## src/rtl/soric_pkg.sv

```systemverilog
// Shared constants for the SoRIC memory datapath: bus widths, requester indices
// and the arbiter state encoding.
package soric_pkg;

    localparam int MEM_BE_W = 4;
    localparam int MEM_DW   = 32;

    localparam int REQ_CORE = 0;
    localparam int REQ_UART = 1;

    localparam logic [1:0] ARB_IDLE  = 2'd0;
    localparam logic [1:0] ARB_ISSUE = 2'd1;
    localparam logic [1:0] ARB_STALL = 2'd2;

endpackage

```

## src/rtl/mem_id_fifo.sv

```systemverilog
// Synchronous FIFO of requester indices for accepted memory transactions.
// A push and a pop may happen in the same cycle even when the FIFO is full.
module mem_id_fifo
    import soric_pkg::*;
#(
    parameter int DEPTH = 2,
    parameter int WIDTH = 1
) (
    input  logic                         clk_i,
    input  logic                         rst_ni,
    input  logic                         push_i,
    input  logic [WIDTH-1:0]             data_i,
    input  logic                         pop_i,
    output logic [WIDTH-1:0]             data_o,
    output logic                         full_o,
    output logic                         empty_o,
    output logic [$clog2(DEPTH+1)-1:0]   count_o
);

    localparam int PTR_W = (DEPTH > 1) ? $clog2(DEPTH) : 1;
    localparam int CNT_W = $clog2(DEPTH + 1);

    logic [WIDTH-1:0] mem_q [DEPTH];
    logic [PTR_W-1:0] wr_ptr_q;
    logic [PTR_W-1:0] rd_ptr_q;
    logic [CNT_W-1:0] count_q;
    logic             do_push;
    logic             do_pop;

    function automatic logic [PTR_W-1:0] ptr_inc(input logic [PTR_W-1:0] p);
        return (p == PTR_W'(DEPTH - 1)) ? '0 : p + 1'b1;
    endfunction

    assign full_o  = (count_q == CNT_W'(DEPTH));
    assign empty_o = (count_q == '0);
    assign count_o = count_q;
    assign data_o  = mem_q[rd_ptr_q];

    // A pop frees the slot the simultaneous push lands in, so full does not block it
    assign do_pop  = pop_i & ~empty_o;
    assign do_push = push_i & (~full_o | do_pop);

    always_ff @(posedge clk_i) begin
        if (!rst_ni) begin
            wr_ptr_q <= '0;
            rd_ptr_q <= '0;
            count_q  <= '0;
        end else begin
            if (do_push) begin
                wr_ptr_q <= ptr_inc(wr_ptr_q);
            end
            if (do_pop) begin
                rd_ptr_q <= ptr_inc(rd_ptr_q);
            end
            case ({do_push, do_pop})
                2'b10:   count_q <= count_q + 1'b1;
                2'b01:   count_q <= count_q - 1'b1;
                default: count_q <= count_q;
            endcase
        end
    end

    always_ff @(posedge clk_i) begin
        if (do_push) begin
            mem_q[wr_ptr_q] <= data_i;
        end
    end

endmodule

```

## src/rtl/mem_port_arbiter.sv

```systemverilog
// Round-robin arbiter sharing the single-port data memory between requesters,
// with grant locking and in-order response routing through an ID FIFO.
module mem_port_arbiter
    import soric_pkg::*;
#(
    parameter int NUM_REQ    = 2,
    parameter int ADDR_WIDTH = 12,
    parameter int MAX_OUTST  = 2
) (
    input  logic                           clk_i,
    input  logic                           rst_ni,
    input  logic [NUM_REQ-1:0]             req_i,
    input  logic [NUM_REQ*ADDR_WIDTH-1:0]  addr_i,
    input  logic [NUM_REQ-1:0]             we_i,
    input  logic [NUM_REQ*MEM_BE_W-1:0]    be_i,
    input  logic [NUM_REQ*MEM_DW-1:0]      wdata_i,
    output logic [NUM_REQ-1:0]             gnt_o,
    output logic [NUM_REQ-1:0]             rvalid_o,
    output logic [MEM_DW-1:0]              rdata_o,
    output logic                           mem_req_o,
    output logic [ADDR_WIDTH-1:0]          mem_addr_o,
    output logic                           mem_we_o,
    output logic [MEM_BE_W-1:0]            mem_be_o,
    output logic [MEM_DW-1:0]              mem_wdata_o,
    input  logic                           mem_gnt_i,
    input  logic                           mem_rvalid_i,
    input  logic [MEM_DW-1:0]              mem_rdata_i,
    output logic                           err_o
);

    localparam int IDX_W = $clog2(NUM_REQ);
    localparam int CNT_W = $clog2(MAX_OUTST + 1);

    logic [IDX_W-1:0] rr_ptr_q;
    logic             lock_q;
    logic [IDX_W-1:0] lock_idx_q;
    logic             err_q;

    logic [IDX_W-1:0] scan_idx;
    logic [IDX_W-1:0] cand;
    logic             found;
    logic [IDX_W-1:0] winner;
    logic [1:0]       state;
    logic             can_issue;
    logic             accept;
    logic             spurious;

    logic             fifo_full;
    logic             fifo_empty;
    logic [CNT_W-1:0] fifo_count;
    logic [IDX_W-1:0] fifo_head;
    logic             fifo_pop;

    // First requester at or above rr_ptr, wrapping around
    always_comb begin
        scan_idx = rr_ptr_q;
        cand     = '0;
        found    = 1'b0;
        for (int i = 0; i < NUM_REQ; i++) begin
            cand = IDX_W'((int'(rr_ptr_q) + i) % NUM_REQ);
            if (!found && req_i[cand]) begin
                scan_idx = cand;
                found    = 1'b1;
            end
        end
    end

    assign winner    = lock_q ? lock_idx_q : scan_idx;
    assign can_issue = ~fifo_full | mem_rvalid_i;

    always_comb begin
        state = ARB_IDLE;
        if (req_i[winner]) begin
            state = can_issue ? ARB_ISSUE : ARB_STALL;
        end
    end

    assign mem_req_o   = rst_ni & (state == ARB_ISSUE);
    assign mem_addr_o  = addr_i[winner*ADDR_WIDTH +: ADDR_WIDTH];
    assign mem_we_o    = we_i[winner];
    assign mem_be_o    = be_i[winner*MEM_BE_W +: MEM_BE_W];
    assign mem_wdata_o = wdata_i[winner*MEM_DW +: MEM_DW];

    assign accept   = mem_req_o & mem_gnt_i;
    assign fifo_pop = rst_ni & mem_rvalid_i & ~fifo_empty;
    assign spurious = mem_rvalid_i & (fifo_count == '0);

    always_comb begin
        gnt_o = '0;
        if (accept) begin
            gnt_o[winner] = 1'b1;
        end
    end

    always_comb begin
        rvalid_o = '0;
        if (fifo_pop) begin
            rvalid_o[fifo_head] = 1'b1;
        end
    end

    assign rdata_o = mem_rdata_i;
    assign err_o   = err_q;

    always_ff @(posedge clk_i) begin
        if (!rst_ni) begin
            rr_ptr_q   <= '0;
            lock_q     <= 1'b0;
            lock_idx_q <= '0;
            err_q      <= 1'b0;
        end else begin
            if (accept) begin
                rr_ptr_q <= (winner == IDX_W'(NUM_REQ - 1)) ? '0 : winner + 1'b1;
                lock_q   <= 1'b0;
            end else if (mem_req_o) begin
                // Hold the winner while memory back-pressures, so no preemption
                lock_q     <= 1'b1;
                lock_idx_q <= winner;
            end
            if (spurious) begin
                err_q <= 1'b1;
            end
        end
    end

    mem_id_fifo #(
        .DEPTH (MAX_OUTST),
        .WIDTH (IDX_W)
    ) u_id_fifo (
        .clk_i   (clk_i),
        .rst_ni  (rst_ni),
        .push_i  (accept),
        .data_i  (winner),
        .pop_i   (fifo_pop),
        .data_o  (fifo_head),
        .full_o  (fifo_full),
        .empty_o (fifo_empty),
        .count_o (fifo_count)
    );

endmodule
```

## config.mk

```make
export PLATFORM = sky130hd
export DESIGN_NAME = mem_port_arbiter
export DESIGN_NICKNAME = d
export VERILOG_FILES = /design/src/rtl/soric_pkg.sv /design/src/rtl/mem_id_fifo.sv /design/src/rtl/mem_port_arbiter.sv
export SDC_FILE = /design/constraint.sdc
export NUM_CORES = 1
export LEC_CHECK = 0
export BUFFER_PORTS_ARGS = -buffer_cell sky130_fd_sc_hd__buf_2
export CORE_AREA = 2 2 85 87
export DETAILED_ROUTE_END_ITERATION = 10
export DIE_AREA = 0 0 87 89
export PLACE_DENSITY = 0.61
export SYNTH_ARGS = -nofsm -noshare
export SYNTH_HDL_FRONTEND = slang
export SYNTH_SLANG_ARGS = --single-unit
```

## constraint.sdc

```tcl
create_clock -name clk_i -period 1.6 [get_ports clk_i]
set_input_delay 0.24 -clock clk_i [delete_from_list [all_inputs] [get_ports clk_i]]
set_output_delay 0.24 -clock clk_i [all_outputs]
set_load 0.02 [all_outputs]
```

==> results.cfg, run 1 <==
[synthesis]
synth_seq_area_share_pct = 17.55
yosys-top-cells-area = mux2_2, buf_4, dfxtp_1, edfxtp_1, buf_6
synth_cell_types = 28
mappedNetlistArea_mm2 = 0.001369
synth_edf_count = 2
yosys_warnings = 0
avgSynthCellArea_um2 = 9.708
async_flop_share_pct = 0
synthFlopType = dfxtp_1
synth_fp_nets = 278
synth.largest_area_cell = mux2_2
synth_top_cell_area_share_pct = 40.31
synth_seq_cells = 11
postSynthCellCount = 141

[worst_setup_path]
cpPeakStageDelay_ns = 0.34
crit_required_ns = 1.36
cp_slowest_cell = dfxtp_2
worstPathCellList = a21boi_2 > o31ai_4 > buf_6 > buf_8 > mux2_2 > buf_6
cp_data_arrival_time_ns = 1.71
reg2regPathDepth = 6
start_kind = register
crit_top_cell = buf_6
end_kind = output port
worstPathMaxFanout = 6
path_class = reg2out

[routing]
drtIter0Drc = 27
firstDrtPassIters = 3
drc = 0
routed_wl_mm = 6.236
num_vias = 1646
via_per_inst = 4.449
wl_per_cell_um = 16.85
ant_nets = 0

[floorplan]
die_x_um = 87
io_pins = 223
core_area_mm2 = 0.006719
num_rows = 30
initial_core_util_pct = 20.37
die_h_um = 89
fp.dieArea_mm2 = 0.007743

[sta]
finalClockSkew_ns = 0.0007811
min_period_ns = 1.950
holdWs_ns = 0.3164
timing.final.ws_setup_ns = -0.3499
slew_headroom_pct = 65.28
hold_violations = 0
fin_crit_sh_pct = 121.9
fmax_mhz = 512.9
setup_tns_ns = -16.19
worst_slew_pin_slew_ns = 0.5153
finalMaxSlewViolations = 0
rsz0062_at_grt = true
setup_viol = 52

[grt]
grt_use_met2_pct = 18.95
grt_pass1_wl_mm = 6.251
gr-usage-met3_pct = 3.416
grt_max_degree = 27
antenna_found_initial = 0
first_global_vias = 1346
grt_overflow = 0
grtUsageMet1_pct = 11.77
grt_usage_pct = 10.54
gr-max-usage-layer = met2

[pwr]
power.leakage_nw = 1.490
ir_worst_vdd_v = 0.0002051
power_density_mw_per_mm2 = 668.0
power.total_w = 0.001929

[final_layout]
diodes = 0
drive_above_1_share_pct = 86.55
finish.net_count = 428
final.fill_count = 648
final_core_util_pct = 42.98
syn_to_final_growth_pct = 111.0

[placement]
hpwl_mm = 4.188
port_buffers = 158
pre_cts_slack_ns = -0.2349
gp_congestion = 0.6986

[clock_tree]
clock_sinks = 11
cts_tree = built
cts_max_level = 1
hold_buffers = 0
clock_latency_ns = 0.24
cts_buffer_depth = 2
cts_made_buffers = 3
cts.clk_slew.worst_paths_ns = 0.05
cts-root-buf = clkbuf_8

[worst_hold_path]
min_path_cells = 3
min_path_type = in2reg

[run_status]
status = finished, violations left
violations = setup timing

[flow_run]
max_cap_violations = 0
flip-flops by register name (all words and copies together) (netlist names), named ones only:
signal              count
u_id_fifo.count_o       2
rr_ptr_q                1
lock_idx_q              1
u_id_fifo.wr_ptr_q      1
u_id_fifo.mem_q         2
lock_q                  1
u_id_fifo.rd_ptr_q      1
err_o                   1
routing by layer:
metal  part of all wire (%)  vias up
met2                     56      102
met1                     35      773
li1                       -      762
met4                   0.98        0
met5                      0        -
met3                    8.2        9
worst paths after layout:
kind                start  slack (ns)                    to
max reg2reg    lock_idx_q       -0.02  u_id_fifo.count_o[1]
min reg2reg      rr_ptr_q        0.49              rr_ptr_q
min          mem_rvalid_i        0.32                 err_o
max              rr_ptr_q       -0.35       mem_wdata_o[11]
cells in the mapped netlist, drive strengths merged, types with 2 or more instances:
cell / instances
nor2b: 2
mux2: 49
inv: 3
dfxtp: 9
a21oi: 3
buf: 37
nor2: 11
edfxtp: 2
o21ai: 5
nor3b: 2
xor2: 2
mux2i: 2
repair_timing:
item,CTS,global route
buffers inserted,1,5
setup endpoints to repair,55,55
gates cloned,0,6
pin swaps,3,3
gates resized for setup,18,150
kinds of logic (layout without fill, tap and decap cells):
family                   after synthesis  in the layout  synth area share (%)
AO/OA/AOI/OAI                         14             14                 7.770
buffers and inverters                 40            189                 22.49
multiplexers                          51             51                 41.77
adder cells (fa/ha/maj)                1              1                0.9139
AND/OR/NAND/NOR                       21             21                 7.587
flip-flops                            11             11                 17.55
XOR/XNOR                               3              3                 1.920
placed cells by master (no fill, tap or decap), types with 2 or more instances in the layout:
| master | count |
|---|---|
| clkbuf_8 | 3 |
| buf_12 | 2 |
| buf_4 | 11 |
| buf_6 | 58 |
| o21ai_0 | 4 |
| edfxtp_1 | 2 |
| dfxtp_2 | 3 |
| buf_8 | 2 |
| xor2_1 | 2 |
| inv_1 | 3 |
| dfxtp_1 | 4 |
| a21oi_1 | 3 |
| buf_2 | 105 |
| mux2_4 | 44 |
| dfxtp_4 | 2 |
| nor2_1 | 10 |
| nor2b_4 | 2 |
| clkbuf_16 | 4 |
| mux2_2 | 5 |
where the power goes:
part	internal (W)	switching, W	leakage, nW
sequential	0.000312	0.0000215	0.0952
combinational	0.000761	0.000547	1.37
clock	0.000176	0.000112	0.0228
total	0.00125	0.000680	1.49
final cells by class:
cell class | instances | area [um^2] | share of cell area (%)
inverter | 3 | 11.26 | 0.3899
tap | 80 | 100.1 | 3.466
multi-input combinational | 90 | 1049 | 36.31
clock buffer | 4 | 45.04 | 1.560
timing repair buffer | 182 | 1431 | 49.57
sequential | 11 | 251.5 | 8.709
critical path: cells and delay by family, from the launching register on:
family,cells,cell delay [ns]
buffers and inverters,3,0.45
AO/OA/AOI/OAI,2,0.32
flip-flops,1,0.34
multiplexers,1,0.34
through the flow:
step / cell area (um^2) / cells
3_5_place_dp: 2137 / 356
2_1_floorplan: 1413 / 141
4_1_cts: 2243 / 361
5_1_grt: 2888 / 370
6_report: 2888 / 370
3_3_place_gp: 2137 / 356
No activity file was read; power rests on OpenSTA's default activity.
==> run 2, diff against run 1 <==
ABC_AREA = 1   (was unset)
CORE_AREA = 2 2 86 88   (was 2 2 85 87)
DIE_AREA = 0 0 88 90   (was 0 0 87 89)
==> results.cfg, run 2 <==
[run_status]
status = finished, violations left
violations = setup timing

[sta]
fin_crit_sh_pct = 108.3
holdWs_ns = 0.2560
timing.final.ws_setup_ns = -0.1329
worst_slew_pin_slew_ns = 0.3194
finalMaxSlewViolations = 0
finalClockSkew_ns = 0.001380
fmax_mhz = 577.1
rsz0062_at_grt = true
setup_viol = 51
hold_violations = 0
min_period_ns = 1.733
slew_headroom_pct = 78.48

[clock_tree]
cts.clk_slew.worst_paths_ns = 0.06
cts_max_level = 1
hold_buffers = 0
cts-root-buf = clkbuf_8
clock_latency_ns = 0.24
cts_buffer_depth = 2
cts_tree = built
clock_sinks = 11
cts_made_buffers = 3

[synthesis]
postSynthCellCount = 267
mappedNetlistArea_mm2 = 0.001403
avgSynthCellArea_um2 = 5.253
yosys-top-cells-count = nand2_1, buf_4, nor2_1
synth_seq_area_share_pct = 17.13
synth_edf_count = 2
synth_seq_cells = 11
synth_fp_nets = 404
yosys_warnings = 0
async_flop_share_pct = 0
yosysMostFrequentCell = nand2_1
synth.largest_area_cell = nand2_1
synth_cell_types = 20
yosys-top-cells-area = nand2_1, buf_4, dfxtp_1, nor2_1, edfxtp_1
synth_top_cell_area_share_pct = 42.82
synthFlopType = dfxtp_1

[worst_setup_path]
start_kind = register
crit_top_cell = nand2_2
cpPeakStageDelay_ns = 0.33
reg2regPathDepth = 10
cp_slowest_cell = dfxtp_2
r2r_start = rr_ptr_q
worstPathMaxFanout = 12
reg2reg_slack_ns = 0.02
end_kind = output port
crit_family = buffers and inverters
cp_data_arrival_time_ns = 1.49
worstPathCellList = inv_2 > a21oi_2 > nand2_2 > nand2_4 > inv_8 > buf_12 > nand2_1 > nand2_2 > buf_6
path_class = reg2out
crit_required_ns = 1.36
cp.buffers_inverters = 4
r2r-end = u_id_fifo.count_o[1]

[final_layout]
finish.net_count = 541
final_common_cell = nand2_1
final_cell_mix = nand2_1, buf_2, buf_4
diodes = 0
stdcell_area_mm2 = 0.002534
drive_above_1_share_pct = 52.11
syn_to_final_growth_pct = 80.64

[pwr]
power_density_mw_per_mm2 = 676.4
power.leakage_nw = 1.525
ir_worst_vdd_v = 0.0003184

[routing]
num_vias = 2019
wl_met3_um = 436
m1WireLength_mm = 2.219
ant_nets = 0
firstDrtPassIters = 4
via_per_inst = 4.022
top_layer = met4
drtIter0Drc = 39
drc = 0
routed_wl_mm = 5.858
dr_wl_met2_mm = 3.032
wl_per_cell_um = 11.67

[worst_hold_path]
min_path_cells = 3
hold_start = mem_rvalid_i
min_to = err_o
min_path_type = in2reg

[grt]
first_global_vias = 1871
grt_overflow = 0
grt_usage_pct = 12.97
grt_max_degree = 30
antenna_found_initial = 0
grt_pass1_wl_mm = 8.349

[floorplan]
io_pins = 223
die_x_um = 88
core_area_mm2 = 0.007020
fp.dieArea_mm2 = 0.007920
initial_core_util_pct = 19.98
die_h_um = 90
num_rows = 31

[placement]
hpwl_mm = 4.387
gp_congestion = 0.7761
dpl-instance-area_mm2 = 0.002105
port_buffers = 158

[flow_run]
max_cap_violations = 0
==> run 2: timing repair <==
| action | CTS | global route |
|---|---|---|
| gates cloned | 1 | 2 |
| resized for setup | 31 | 62 |
| buffers inserted | 1 | 5 |
| setup endpoints to repair | 52 | 56 |
| pin swaps | 2 | 11 |
==> run 2: final cells by class <==
class                      count  area [um^2]
clock buffer                   3        41.29
clock inverter                 1        5.005
fill                         763         4487
inverter                      16        67.56
multi-input combinational    198        903.4
sequential                    11        244.0
tap                           99        123.9
timing repair buffer         174         1149
==> run 2: worst register-to-register path: stages, from the launching register on <==
cell	delay [ns]
dfxtp_2	0.32
nand2_1	0.06
nand2_1	0.06
nand2_2	0.10
nand2_4	0.11
nand2_4	0.11
nand4_4	0.10
ha_4	0.27
nor2_2	0.12
and3_4	0.19
nor3_2	0.04
==> run 2: cells by family after synthesis <==
group	after synthesis	share of synthesized area [%]
AOI/OAI and AO/OA	9	3.211
adders and majority gates	1	0.8919
buffers and inverters	58	24.98
DFF	11	17.13
and+or+nand+nor	188	53.79
==> run 2: worst max-delay path by stage <==
stage                     depth (start not counted)  slack [ns]                    to      from
after floorplan                                   9        0.05  u_id_fifo.count_o[1]  rr_ptr_q
after global placement                            8       -0.05       mem_wdata_o[18]  req_i[0]
after detailed placement                          8       -0.04       mem_wdata_o[18]  req_i[0]
after CTS                                         9       -0.15       mem_wdata_o[30]  rr_ptr_q
after global routing                              8       -0.22        mem_wdata_o[9]  rr_ptr_q
final                                             9       -0.13       mem_wdata_o[18]  rr_ptr_q
==> run 2: where the power goes <==
group / leakage [nW] / switching (W) / internal, W
Combinational: 1.41 / 0.000612 / 0.000492
Clock: 0.0255 / 0.000119 / 0.000172
Sequential: 0.0936 / 0.0000129 / 0.000306
==> run 2: layer usage <==
metal | vias up | global-route usage (%)
met5 | - | 0
met4 | 0 | 4.615
met3 | 24 | 1.837
met2 | 106 | 23.42
met1 | 848 | 15.16
li1 | 1041 | -
==> run 2: metrics by stage <==
step / total power, W / setup slack, ns / instances / setup TNS (ns) / util [%]
after floorplan: 0.0009537 / 0.05254 / 267 / 0 / -
final: 0.001714 / -0.1329 / 502 / -5.060 / 36.09
after global routing: 0.001843 / -0.2159 / 502 / -9.105 / 36.09
after detailed placement: 0.001216 / -0.04020 / 489 / -0.05706 / 29.98
after CTS: 0.001589 / -0.1464 / 495 / -5.613 / 32.45
after global placement: 0.001204 / -0.04701 / 489 / -0.04701 / 29.98
==> run 3, diff against run 2 <==
PLACE_DENSITY = unset   (was 0.61)
PLACE_DENSITY_LB_ADDON = 0.3   (was unset)
SYNTH_HIERARCHICAL = 1   (was unset)
==> results.cfg, run 3 <==
[run_status]
violations = setup timing
status = finished, violations left

[synthesis]
postSynthCellCount = 275
synth_cell_types = 23
yosys_warnings = 6
avgSynthCellArea_um2 = 5.332
synth_fp_nets = 412
synthFlopType = dfxtp_1
yosys-top-cells-count = nand2_1, buf_4, nor2_1
mappedNetlistArea_mm2 = 0.001466
synth_top_cell_area_share_pct = 41.72
synth_edf_count = 2
synth_seq_cells = 11
yosys-top-cells-area = nand2_1, buf_4, dfxtp_1, nor2_1, edfxtp_1
synth_seq_area_share_pct = 16.38
synth.largest_area_cell = nand2_1
yosysMostFrequentCell = nand2_1
async_flop_share_pct = 0

[floorplan]
die_x_um = 88
initial_core_util_pct = 20.89
fp.dieArea_mm2 = 0.007920
core_area_mm2 = 0.007020
die_h_um = 90
io_pins = 223
num_rows = 31

[sta]
slew_headroom_pct = 84.30
rsz0062_at_grt = true
min_period_ns = 1.737
hold_violations = 0
finalClockSkew_ns = 0.005265
fin_crit_sh_pct = 108.6
timing.final.ws_setup_ns = -0.1370
setup_viol = 54
fmax_mhz = 575.7
worst_slew_pin_slew_ns = 0.2349
finalMaxSlewViolations = 0

[routing]
wl_per_cell_um = 10.43
ant_nets = 0
via_per_inst = 3.955
wl_met3_um = 375
m1WireLength_mm = 2.136
firstDrtPassIters = 4
drtIter0Drc = 31
dr_wl_met2_mm = 2.817
drc = 0
top_layer = met4
num_vias = 2033
routed_wl_mm = 5.361

[clock_tree]
cts-root-buf = clkbuf_8
clock_sinks = 11
cts.clk_slew.worst_paths_ns = 0.05
cts_made_buffers = 3
clock_latency_ns = 0.24
cts_max_level = 1
cts_buffer_depth = 2
cts_tree = built
hold_buffers = 0

[flow_run]
max_cap_violations = 0

[final_layout]
syn_to_final_growth_pct = 72.61
stdcell_area_mm2 = 0.002531
finish.net_count = 553
diodes = 0
final_common_cell = nand2_1
final_core_util_pct = 36.05
drive_above_1_share_pct = 53.01
final_cell_mix = nand2_1, buf_2, nor2_1

[placement]
gp_congestion = 0.7818
dpl-instance-area_mm2 = 0.002266
hpwl_mm = 4.234
port_buffers = 158

[grt]
grt_overflow = 0
grt_max_degree = 22
antenna_found_initial = 0
first_global_vias = 1897
grt_usage_pct = 12.56
grt_pass1_wl_mm = 8.252

[worst_setup_path]
cp_data_arrival_time_ns = 1.50
path_class = reg2out
crit_required_ns = 1.36
end_kind = output port
worstPathMaxFanout = 5
start_kind = register

[pwr]
pwr-share-seq_pct = 19.2
p_switching_w = 0.0006948
clkPwrFrac_pct = 17.0
power.leakage_nw = 1.539
p_sw_share_pct = 43.09
combPwrFrac_pct = 63.7
ir_worst_vdd_v = 0.0002558
p_int_w = 0.0009175
power_density_mw_per_mm2 = 637.0

[worst_hold_path]
min_path_type = in2reg
[run 3: worst paths after layout]
check / start / slack, ns / cells past startpoint / to
hold reg to reg: err_o / 0.49 / 2 / err_o
setup / recovery: rr_ptr_q / -0.14 / 9 / gnt_o[1]
setup reg to reg: rr_ptr_q / -0.06 / 14 / u_id_fifo/count_o[1]
hold / removal: mem_rvalid_i / 0.26 / 3 / err_o
[run 3: cells by family (layout without fill, tap and decap cells)]
group	count (synthesis)	count (layout)	share of synthesized area [%]
AO/OA/AOI/OAI	6	6	2.304
adder cells (fa/ha/maj)	1	1	0.8531
buffers and inverters	59	199	24.32
flip-flops	11	11	16.38
multiplexers	1	1	0.7679
AND/OR/NAND/NOR	197	197	55.38
[run 3: what timing repair did]
action | 4_1_cts | 5_1_grt
setup buffers | 1 | 1
pin swaps | 8 | 8
resized for setup | 32 | 28
setup endpoints to repair | 53 | 54
gates cloned | 1 | 0
[run 3: routing by layer]
| metal | vias up | global-route usage, % |
|---|---|---|
| li1 | 1075 | - |
| met1 | 875 | 14.48 |
| met2 | 77 | 23.74 |
| met3 | 6 | 2.204 |
| met4 | 0 | 2.179 |
| met5 | - | 0 |
[run 3: worst max-delay path, stage by stage, from the launching register on]
cell	delay (ns)
dfxtp_2	0.32
inv_2	0.06
a21oi_2	0.05
nand2_2	0.13
nand2_8	0.10
nand2_4	0.09
nand4_4	0.11
buf_6	0.16
nor2_4	0.11
buf_6	0.12
[run 3: final cells by class]
type                    instances  area (um^2)
inverters                      17        71.32
clock buffers                   4        45.04
repair buffers                178         1101
flip-flops and latches         11        242.7
well taps                      99        123.9
fillers                       790         4489
multi-input cells             205        947.2
[run 3: power groups by stage]
stage	registers, W	clock network [W]	logic (W)
global placement	0.000315	0	0.000901
finish	0.000310	0.000275	0.00103
detailed placement	0.000315	0	0.000906
global route	0.000312	0.000300	0.00113
floorplan	0.000318	0	0.000635
CTS	0.000310	0.000289	0.000986
[run 3: per-stage QoR]
stage	TNS, ns	std cells	setup WS (ns)	hold slack, ns	total power [W]
final	-5.150	514	-0.1370	0.2623	0.001612
after global placement	-0.01875	507	-0.01875	0.4787	0.001216
after CTS	-5.703	513	-0.1337	0.2626	0.001586
after floorplan	0	275	0.01782	0.3604	0.0009529
after global routing	-9.491	514	-0.2120	0.2813	0.001738
after detailed placement	-0.06467	507	-0.04625	0.4779	0.001221
